[src/rtl/my_div.sv]
// my_div: iterative radix-2 restoring divider for DIV/DIVU.
// One quotient bit per clock, then a sign/divide-by-zero fix-up cycle,
// then a one-cycle ready pulse. Result is {remainder, quotient}.
//
// Handshake: start is accepted only when the FSM is in IDLE and annul is
// low. busy is high from the cycle after the accept through the ready cycle.
// ready is a single-cycle pulse, and result is valid while ready is high.
// result then holds its value until the next completed FIX cycle. annul
// squashes any in-flight operation and suppresses its ready pulse.
module my_div #(
  parameter int WIDTH = 32
) (
  input  logic               clk,
  input  logic               rst,
  input  logic [WIDTH-1:0]   a,
  input  logic [WIDTH-1:0]   b,
  input  logic               sign,
  input  logic               start,
  input  logic               annul,
  output logic               busy,
  output logic               ready,
  output logic [2*WIDTH-1:0] result,
  output logic [1:0]         dbg_state
);

  localparam int CW = $clog2(WIDTH);
  localparam logic [CW-1:0] CNT_LAST = CW'(WIDTH - 1);

  typedef enum logic [1:0] {
    S_IDLE = 2'd0,
    S_CALC = 2'd1,
    S_FIX  = 2'd2,
    S_DONE = 2'd3
  } state_t;

  state_t r_state;
  state_t w_next;

  logic [WIDTH-1:0]   r_rem;
  logic [WIDTH-1:0]   r_quo;
  logic [WIDTH-1:0]   r_div;
  logic [WIDTH-1:0]   r_a_orig;
  logic               r_sign_q;
  logic               r_sign_r;
  logic               r_div0;
  logic [CW-1:0]      r_cnt;
  logic [2*WIDTH-1:0] r_result;

  logic               w_accept;
  logic               w_a_neg;
  logic               w_b_neg;
  logic [WIDTH-1:0]   w_a_abs;
  logic [WIDTH-1:0]   w_b_abs;
  logic [WIDTH:0]     w_rem_sh;
  logic               w_ge;
  logic [WIDTH-1:0]   w_trial;
  logic [WIDTH-1:0]   w_q_fix;
  logic [WIDTH-1:0]   w_r_fix;

  // Operand conditioning. Magnitudes are taken only for signed ops, and
  // -MIN wraps back to MIN, which is exactly the unsigned magnitude 2^(W-1).
  assign w_accept = (r_state == S_IDLE) && start && !annul;
  assign w_a_neg  = sign && a[WIDTH-1];
  assign w_b_neg  = sign && b[WIDTH-1];
  assign w_a_abs  = w_a_neg ? (~a + 1'b1) : a;
  assign w_b_abs  = w_b_neg ? (~b + 1'b1) : b;

  // One restoring step. The shifted partial remainder needs W+1 bits.
  // When it is >= divisor the difference is < divisor, so W bits hold it.
  assign w_rem_sh = {r_rem, r_quo[WIDTH-1]};
  assign w_ge     = (w_rem_sh >= {1'b0, r_div});
  assign w_trial  = w_rem_sh[WIDTH-1:0] - r_div;

  // Fix-up: the quotient truncates toward zero and the remainder follows
  // the dividend's sign. Divide-by-zero returns all-ones and the raw dividend.
  assign w_q_fix = r_div0 ? {WIDTH{1'b1}} : (r_sign_q ? (~r_quo + 1'b1) : r_quo);
  assign w_r_fix = r_div0 ? r_a_orig : (r_sign_r ? (~r_rem + 1'b1) : r_rem);

  // State register.
  always_ff @(posedge clk or posedge rst) begin
    if (rst) r_state <= S_IDLE;
    else     r_state <= w_next;
  end

  // Next-state logic. annul returns any busy state to IDLE.
  always_comb begin
    w_next = r_state;
    case (r_state)
      S_IDLE: if (w_accept) w_next = S_CALC;
      S_CALC: begin
        if (annul)                 w_next = S_IDLE;
        else if (r_cnt == CNT_LAST) w_next = S_FIX;
      end
      S_FIX:  w_next = annul ? S_IDLE : S_DONE;
      S_DONE: w_next = S_IDLE;
      default: w_next = S_IDLE;
    endcase
  end

  // Datapath: latch operands on accept, then iterate, then register the result.
  always_ff @(posedge clk or posedge rst) begin
    if (rst) begin
      r_rem    <= '0;
      r_quo    <= '0;
      r_div    <= '0;
      r_a_orig <= '0;
      r_sign_q <= 1'b0;
      r_sign_r <= 1'b0;
      r_div0   <= 1'b0;
      r_cnt    <= '0;
      r_result <= '0;
    end else begin
      if (w_accept) begin
        r_rem    <= '0;
        r_quo    <= w_a_abs;
        r_div    <= w_b_abs;
        r_a_orig <= a;
        r_sign_q <= sign && (a[WIDTH-1] ^ b[WIDTH-1]);
        r_sign_r <= w_a_neg;
        r_div0   <= (b == '0);
        r_cnt    <= '0;
      end else if ((r_state == S_CALC) && !annul) begin
        r_rem <= w_ge ? w_trial : w_rem_sh[WIDTH-1:0];
        r_quo <= {r_quo[WIDTH-2:0], w_ge};
        r_cnt <= r_cnt + CW'(1);
      end
      if ((r_state == S_FIX) && !annul) begin
        r_result <= {w_r_fix, w_q_fix};
      end
    end
  end

  assign busy      = (r_state != S_IDLE);
  assign ready     = (r_state == S_DONE) && !annul;
  assign result    = r_result;
  assign dbg_state = r_state;

endmodule
[config.mk]
export PLATFORM = sky130hd
export DESIGN_NAME = my_div
export DESIGN_NICKNAME = d
export VERILOG_FILES = /design/src/rtl/my_div.sv
export SDC_FILE = /design/constraint.sdc
export NUM_CORES = 1
export LEC_CHECK = 0
export CORE_MARGIN = 10
export CORE_UTILIZATION = 35
export DETAILED_ROUTE_END_ITERATION = 8
export GPL_TIMING_DRIVEN = 0
export PLACE_DENSITY = 0.66
export SYNTH_ARGS = -nofsm -noshare
export SYNTH_HDL_FRONTEND = slang
export SYNTH_SLANG_ARGS = --single-unit
[constraint.sdc]
create_clock -name clk -period 16 [get_ports clk]
set_input_delay 3.2 -clock clk [delete_from_list [all_inputs] [get_ports clk]]
set_output_delay 3.2 -clock clk [all_outputs]
set_load 0.005 [all_outputs]
==> impl_metrics.py, run 1 <==
metrics = {
    "floorplan": {
        "fp.dieH_um": 210,
        "core_um2": 35500,
        "die_w_um": 210,
        "ios": 137,
        "start_util": 0.354,
        "die-area_um2": 43900,
        "rows": 69,
    },
    "timing": {
        "timing.fmax_mhz": 130,
        "maxSlewHeadroom": 0.385,
        "finalCritPeriodShare": 0.480,
        "rsz0062_at_grt": "no",
        "setup_viol": 0,
        "finalWorstSetupSlack_ns": 8.33,
        "tightest_slew_ns": 0.923,
        "hold_viol": 0,
        "fin_crit_ns": 7.67,
        "finalMaxSlewViolations": 0,
        "fin_setup_tns_ns": 0,
        "fin_skew_ns": 0.0176,
    },
    "job": {
        "drv_cap": 0,
    },
    "clock_network": {
        "cts_sinks": 202,
        "cts_setup_buffers": 0,
        "ctsHoldBuffers": 0,
        "clockBufferDepth": 3,
        "cts_tree": "done",
        "cts_made_buffers": 25,
        "cts.clk_slew.worst_paths_ns": 0.06,
        "insertion_delay_ns": 0.54,
        "htree_levels": 1,
        "root_buffer": "clkbuf_16",
        "post_cts_resized": 0,
    },
    "synth": {
        "synth_area_um2": 12600,
        "synth_cell_types": 59,
        "ys_seq_area_frac": 0.402,
        "yosys.area.top_type_share": 0.402,
        "synth_compound_area_frac": 0.195,
        "syn_inst": 1544,
        "syn_avg_cell_area_um2": 8.14,
        "synth_fa_ha_area_frac": 0.0394,
        "synth_xor_area_frac": 0.102,
        "synthSimpleGateAreaFrac": 0.205,
        "yosysWarningCount": 0,
        "synth_top_family_by_area": "simple AND/OR/NAND/NOR gates",
        "synth.area.top_cells": "dfrtp_1 40%, nand2_1 9.1%, o21ai_0 7.1%, xor2_1 6.1%, a21oi_1 4.3%",
        "synth_nets": 1652,
        "synth_area_leader_cell": "dfrtp_1",
        "synth-async-reset-ratio": 1.00,
        "synth-edff-count": 0,
        "synth.top_cells.by_count": "306 x nand2_1, 202 x dfrtp_1, 178 x o21ai_0, 131 x nor2_1, 108 x a21oi_1",
        "yosysMostFrequentCell": "nand2_1",
        "synthMuxAreaShare": 0.0160,
        "synth_ff_type": "dfrtp_1",
        "ys_ff_latch": 202,
    },
    "setup_path": {
        "cp_top_family": "buffers and inverters",
        "crit_required_ns": 12.80,
        "slowest_delay_ns": 0.52,
        "path_class": "in -> out",
        "worstReg2RegEnd": "r_rem[18]",
        "r2r_cells": 10,
        "cp_max_fo": 6,
        "worst-path-buf-inv": 2,
        "crit_path_end_kind": "output pin",
        "cp.arrival_ns": 4.47,
        "reg2reg_slack_ns": 12.54,
        "worst_path_max_delay_cell": "clkdlybuf4s50_1",
        "crit_path_frequent_cell": "clkdlybuf4s50_1",
        "start_kind": "input pin",
        "worstReg2RegStart": "r_rem[10]",
        "cp_cell_sequence": "clkdlybuf4s50_1 -> and3b_1 -> clkdlybuf4s50_1",
    },
    "power_and_ir_drop": {
        "power.leakage_nw": 6.60,
        "vdd_drop_max_v": 0.0000862,
        "p_per_area_nw_per_um2": 156,
    },
    "placed_design": {
        "placed_area_um2": 14500,
        "gp_congestion": 0.911,
        "hpwl_um": 30900,
        "dp_cells": 2142,
        "post-place-ws_ns": 8.34,
        "io_buffers": 136,
    },
    "routing": {
        "vias": 11434,
        "drtIter0Drc": 698,
        "postRouteAntennaNets": 0,
        "drtPass1Iterations": 8,
        "routedWlPerCell_um": 18.1,
        "drc_errors": 0,
        "via_per_inst": 5.23,
        "routed_wl_um": 39600,
    },
    "global_routing": {
        "grt_max_degree": 123,
        "overflow": 0,
        "grtUsageTotal": 0.174,
        "grt_pass1_vias": 11465,
        "grt_pass1_wl_um": 62600,
        "grt_antenna_before_repair": 1,
    },
    "cells_and_area": {
        "fin_nets": 1816,
        "utilization": 0.433,
        "layout.cells.non_filler": 2188,
        "drive_above_1_share": 0.0336,
        "fin_area_um2": 15400,
        "areaGrowthSynthToFinish_pct": 22.3,
    },
    "worst_hold_path": {
        "whs_endpoint": "result[0]",
        "min_from": "result[0]",
        "min_path_cells": 2,
        "hold_class": "reg -> reg",
    },
    "status": {
        "outcome": "complete, no violations",
    },
}
how the worst max path moves through the flow:
stage / start / to / slack (ns) / depth (start not counted)
after detailed placement: annul / ready / 8.34 / 3
after global placement: rst / r_div[26] / 4.76 / 2
final: annul / ready / 8.33 / 3
after CTS: annul / ready / 8.34 / 3
after global routing: annul / ready / 8.30 / 3
after floorplan: rst / dbg_state[0] / 7.29 / 1
state kept, by name, summed over array words and instances, names as in the netlist:
signal and cells:
r_quo 32, r_cnt 5, r_div0 1, r_a_orig 32, r_div 32, r_rem 32, r_sign_r 1, dbg_state 2
r_sign_q 1, result 64
layer usage:
metal,wire [µm],track usage,vias up
met3,2350,0.0303,61
met5,0,0,-
met1,17600,0.223,5392
met2,18600,0.293,307
met4,1100,0.0536,0
li1,-,-,5674
layout by cell type (no fill, tap or decap), types with 25 or more instances in the layout:
master,Yosys,final
inv_1,54,53
a31oi_1,35,35
xor2_1,88,88
o31ai_1,27,27
o21ai_0,178,178
clkdlybuf4s50_1,0,136
a21oi_1,108,108
clkbuf_16,0,25
ha_1,38,38
xnor2_1,59,59
dfrtp_1,202,202
nand2_1,306,306
clkbuf_1,76,84
nor2_1,131,131
logic make-up after synthesis:
logic type               after synthesis
flip-flops                           202
multiplexers                          20
adder cells (fa/ha/maj)               39
AO/OA/AOI/OAI                        419
AND/OR/NAND/NOR                      582
XOR/XNOR                             147
buffers and inverters                135
report_power, final:
group	internal, mW	total [mW]	switching, mW
Clock	0.338	0.563	0.225
Combinational	0.449	1.08	0.629
Sequential	0.614	0.757	0.143
cell type report:
type / count / area, µm²
Clock inverter: 5 / 71.3
Fill cell: 3577 / 20100
Inverter: 54 / 210
Antenna cell: 1 / 2.50
Sequential cell: 202 / 5050
Multi-Input combinational cell: 1207 / 7010
Timing Repair Buffer: 137 / 1390
Buffer: 81 / 304
Tap cell: 461 / 577
Clock buffer: 40 / 752
stage by stage:
step                total power [mW]  hold WS, ns
floorplan                       1.52        0.437
detailed placement              1.83        0.457
global route                    2.58        0.502
global placement                1.82        0.456
CTS                             2.40        0.477
finish                          2.40        0.470
worst register-to-register path, cell delays in order, from the launching register on:
cell	delay [ns]
dfrtp_1	0.48
ha_1	0.46
nand4_1	0.16
nor2_1	0.19
o311ai_0	0.25
nand4_1	0.17
o211ai_1	0.15
o211ai_1	0.44
clkbuf_1	0.51
nand2_1	0.32
o21ai_0	0.24
Note: power is estimated with default switching activity, not from simulation.
==> inputs of run 2 (changes only) <==
- PLACE_DENSITY: 0.66 -> 0.68
- clock period: 16 -> 6.3 ns (I/O delays scaled with it)
==> impl_metrics.py, run 2 (synthesis gave the netlist of run 1 again) <==
metrics = {
    "status": {
        "outcome": "complete, no violations",
    },
    "timing": {
        "fin_skew_ns": 0.0201,
        "setup_viol": 0,
        "hold_viol": 0,
        "finalCritPeriodShare": 0.623,
        "maxSlewHeadroom": 0.434,
        "fin_crit_ns": 3.92,
        "tightest_slew_ns": 0.841,
        "whs_ns": 0.476,
        "finalMaxSlewViolations": 0,
        "fin_setup_tns_ns": 0,
        "rsz0062_at_grt": "no",
        "timing.fmax_mhz": 255,
    },
    "setup_path": {
        "r2r_cells": 10,
        "start_kind": "input pin",
        "crit_start": "b[5]",
        "worstReg2RegEnd": "r_rem[26]",
        "crit_required_ns": 6.67,
        "reg2reg_slack_ns": 2.79,
        "path_class": "in -> reg",
        "endpoint": "r_div[30]",
        "worstReg2RegStart": "r_rem[13]",
        "cp.arrival_ns": 4.29,
        "cp_max_fo": 6,
        "crit_path_end_kind": "flop",
    },
    "routing": {
        "vias": 11467,
        "postRouteAntennaNets": 0,
        "drc_errors": 0,
        "drtIter0Drc": 711,
        "via_per_inst": 5.24,
        "routed_wl_um": 39200,
        "drtPass1Iterations": 5,
        "routedWlPerCell_um": 17.9,
    },
    "placed_design": {
        "io_buffers": 136,
        "hpwl_um": 31100,
        "gp_congestion": 0.912,
    },
    "cells_and_area": {
        "fin_nets": 1819,
        "final_common_cell": "nand2_1",
        "num-fill-cells": 3536,
        "largest_register_ff_count": 64,
        "areaGrowthSynthToFinish_pct": 23.0,
        "antennaDiodeCount": 0,
        "layout_common_cells": "306 x nand2_1, 202 x dfrtp_1, 178 x o21ai_0, 136 x clkdlybuf4s50_1, 131 x nor2_1",
        "drive_above_1_share": 0.0376,
    },
    "global_routing": {
        "overflow": 0,
        "grtUsageTotal": 0.172,
        "grt_antenna_before_repair": 0,
        "grt_pass1_wl_um": 61700,
        "grt_max_degree": 43,
        "grt_pass1_vias": 11281,
    },
    "power_and_ir_drop": {
        "vdd_drop_max_v": 0.000222,
        "p_per_area_nw_per_um2": 397,
        "power.leakage_nw": 6.65,
    },
    "clock_network": {
        "cts_tree": "done",
        "ctsHoldBuffers": 0,
        "cts_sinks": 202,
        "cts.clk_slew.worst_paths_ns": 0.06,
        "insertion_delay_ns": 0.53,
        "cts_setup_buffers": 0,
        "clockBufferDepth": 3,
        "cts_made_buffers": 24,
        "htree_levels": 1,
        "post_cts_resized": 0,
        "root_buffer": "clkbuf_16",
    },
    "floorplan": {
        "ios": 137,
        "start_util": 0.354,
        "die-area_um2": 43900,
        "fp.dieH_um": 210,
        "core_um2": 35500,
        "die_w_um": 210,
        "rows": 69,
    },
    "worst_hold_path": {
        "hold_class": "reg -> reg",
    },
    "job": {
        "drv_cap": 0,
    },
}
run 2: layout make-up:
| type | count | area (µm²) | share of cell area |
|---|---|---|---|
| clock buffers | 35 | 722 | 0.0467 |
| plain buffers | 81 | 304 | 0.0196 |
| well taps | 461 | 577 | 0.0373 |
| inverters | 54 | 206 | 0.0133 |
| flip-flops and latches | 202 | 5050 | 0.327 |
| clock inverters | 8 | 134 | 0.00865 |
| multi-input cells | 1207 | 7010 | 0.453 |
| repair buffers | 141 | 1460 | 0.0944 |
run 2: worst max-delay path: stages:
cell	delay [ns]
clkdlybuf4s50_1	0.45
or4_1	0.56
or3_1	0.39
nor3_1	0.36
nand4_1	0.47
o41ai_1	0.54
xor2_1	0.17
o21ai_0	0.08
run 2: report_power, final:
group	switching (mW)	leakage, nW	internal [mW]	total [mW]
combinational	1.59	3.63	1.14	2.73
clock	0.562	0.423	0.918	1.48
sequential	0.363	2.60	1.56	1.92
total	2.51	6.65	3.62	6.14
run 2: how the worst min path moves through the flow:
stage               depth (start not counted)         start  slack, ns      endpoint
CTS                                         2  r_a_orig[31]       0.48  r_a_orig[31]
global placement                            2     result[0]       0.46     result[0]
detailed placement                          2  r_a_orig[31]       0.46  r_a_orig[31]
global route                                2     result[0]       0.50     result[0]
floorplan                                   2  r_a_orig[30]       0.44  r_a_orig[30]
finish                                      2     result[0]       0.48     result[0]
run 2: metal layers:
| metal | part of all wire | GRT usage |
|---|---|---|
| met1 | 0.44 | 0.218 |
| met2 | 0.48 | 0.290 |
| met3 | 0.063 | 0.0315 |
| met4 | 0.025 | 0.0486 |
| met5 | 0 | 0 |
run 2: through the flow:
| stage | util | total power, mW | setup WS (ns) | std cells | instance area (µm²) |
|---|---|---|---|---|---|
| 2_1_floorplan | - | 3.86 | 2.42 | 1544 | 12600 |
| 3_3_place_gp | 0.409 | 4.61 | 0.898 | 2141 | 14500 |
| 3_5_place_dp | 0.412 | 4.65 | 1.87 | 2146 | 14600 |
| 4_1_cts | 0.436 | 6.15 | 2.41 | 2189 | 15500 |
| 5_1_grt | 0.436 | 6.61 | 2.22 | 2189 | 15500 |
| 6_report | 0.436 | 6.14 | 2.38 | 2189 | 15500 |
==> inputs of run 3 (changes only) <==
- clock period: 6.3 -> 3.5 ns (I/O delays scaled with it)
==> impl_metrics.py, run 3 (synthesis gave the netlist of run 1 again) <==
metrics = {
    "status": {
        "outcome": "complete, no violations",
    },
    "power_and_ir_drop": {
        "p_per_area_nw_per_um2": 714,
        "power.internal_mw": 6.54,
        "combPwrFrac": 0.447,
        "seq_power_share": 0.312,
        "power.leakage_nw": 6.68,
        "switching_share": 0.409,
        "clockPowerShare": 0.241,
        "p_switching_mw": 4.52,
        "vdd_drop_max_v": 0.000400,
    },
    "global_routing": {
        "top_usage_layer": "met2",
        "met1_usage": 0.218,
        "grtUsageMet2": 0.290,
        "overflow": 0,
        "use_met3": 0.0315,
        "grt_pass1_wl_um": 61700,
        "grt_antenna_before_repair": 0,
        "grt_max_degree": 43,
        "grt_pass1_vias": 11281,
        "grtUsageTotal": 0.172,
    },
    "floorplan": {
        "start_util": 0.354,
        "ios": 137,
        "rows": 69,
        "die-area_um2": 43900,
        "fp.dieH_um": 210,
        "core_um2": 35500,
        "die_w_um": 210,
    },
    "timing": {
        "tightest_slew_ns": 0.840,
        "fin_crit_ns": 3.25,
        "maxSlewHeadroom": 0.435,
        "whs_ns": 0.476,
        "timing.fmax_mhz": 308,
        "setup_viol": 0,
        "finalCritPeriodShare": 0.928,
        "fin_skew_ns": 0.0193,
        "fin_setup_tns_ns": 0,
        "rsz0062_at_grt": "no",
        "hold_viol": 0,
        "finalMaxSlewViolations": 0,
    },
    "routing": {
        "routedWlPerCell_um": 17.9,
        "via_per_inst": 5.21,
        "drc_errors": 0,
        "vias": 11424,
        "drtPass1Iterations": 5,
        "postRouteAntennaNets": 0,
        "routed_wl_um": 39200,
        "drtIter0Drc": 787,
    },
    "clock_network": {
        "cts_sinks": 202,
        "ctsHoldBuffers": 0,
        "insertion_delay_ns": 0.53,
        "htree_levels": 1,
        "cts.clk_slew.worst_paths_ns": 0.06,
        "cts_tree": "done",
        "clockBufferDepth": 3,
        "cts_made_buffers": 24,
        "root_buffer": "clkbuf_16",
    },
    "placed_design": {
        "gp_congestion": 0.912,
        "placed_area_um2": 14600,
        "hpwl_um": 31100,
        "io_buffers": 136,
    },
    "cells_and_area": {
        "multi_input_area_um2": 7010,
        "largest_register_ff_count": 64,
        "fin_area_um2": 15500,
        "layout_common_cells": "306 x nand2_1, 202 x dfrtp_1, 178 x o21ai_0, 136 x clkdlybuf4s50_1, 131 x nor2_1",
        "num-fill-cells": 3535,
        "fin_nets": 1822,
        "seq_area_um2": 5050,
        "areaGrowthSynthToFinish_pct": 23.3,
        "antennaDiodeCount": 0,
        "final_common_cell": "nand2_1",
        "utilization": 0.437,
        "drive_above_1_share": 0.0410,
    },
    "worst_hold_path": {
        "hold_class": "reg -> reg",
        "min_from": "result[0]",
    },
    "setup_path": {
        "cp.arrival_ns": 3.62,
        "crit_start": "r_rem[0]",
        "start_kind": "flop",
        "cp_max_fo": 7,
        "crit_path_end_kind": "flop",
        "crit_required_ns": 3.88,
        "worstReg2RegStart": "r_rem[0]",
        "reg2reg_slack_ns": 0.25,
        "path_class": "reg -> reg",
    },
    "job": {
        "drv_cap": 0,
    },
}
-- run 3: cell count changes in the layout (fill, tap and decap cells not counted), sizes merged --
cell  change
buf       +3
-- run 3: cell type report --
type / instances / share of cell area
clock inverters: 8 / 0.00864
repair buffers: 144 / 0.0957
multi-input cells: 1207 / 0.453
well taps: 461 / 0.0372
inverters: 54 / 0.0133
plain buffers: 81 / 0.0199
flip-flops and latches: 202 / 0.326
clock buffers: 35 / 0.0466
-- run 3: path summary, 6_finish.rpt --
check / to / depth (start not counted)
worst max-delay path: r_rem[27] / 10
worst min-delay path: result[0] / 2
worst max register to register: r_rem[27] / 10
worst min register to register: result[0] / 2
max in group asynchronous: r_rem[31] / 4
min in group asynchronous: result[0] / 2
-- run 3: critical path, stage by stage, from the launching register on --
cell and delay (ns):
dfrtp_1 0.47, ha_1 0.34, nor2b_1 0.15, o31a_1 0.29
o311a_1 0.30, nand3b_1 0.32, o21ai_0 0.41, a211oi_1 0.16
or3_1 0.37, a31oi_1 0.19, o21ai_0 0.10
-- run 3: layer usage --
layer	routed length (µm)	up-vias	part of all wire
met2	18600	331	0.47
met5	0	-	0
li1	-	5698	-
met4	1010	0	0.026
met1	17200	5332	0.44
met3	2440	63	0.062
-- run 3: stage by stage --
step                power (mW)  std cells  worst slack (ns)
global route              11.9       2192           0.00949
global placement          8.30       2141             -1.34
detailed placement        8.37       2146            -0.375
floorplan                 6.95       1544             0.184
CTS                       11.1       2189           0.00516
finish                    11.1       2192             0.253
-- run 3: repair_timing --
action                     in CTS  in global routing
gates resized for setup         0                  6
setup buffers                   0                  3
setup endpoints to repair       0                 23
-- run 3: power groups by stage --
| stage | combinational, mW | sequential, mW | clock, mW |
|---|---|---|---|
| 2_1_floorplan | 3.70 | 3.26 | 0 |
| 3_3_place_gp | 4.85 | 3.45 | 0 |
| 3_5_place_dp | 4.89 | 3.48 | 0 |
| 4_1_cts | 4.92 | 3.44 | 2.70 |
| 5_1_grt | 5.58 | 3.54 | 2.80 |
| 6_report | 4.94 | 3.46 | 2.67 |
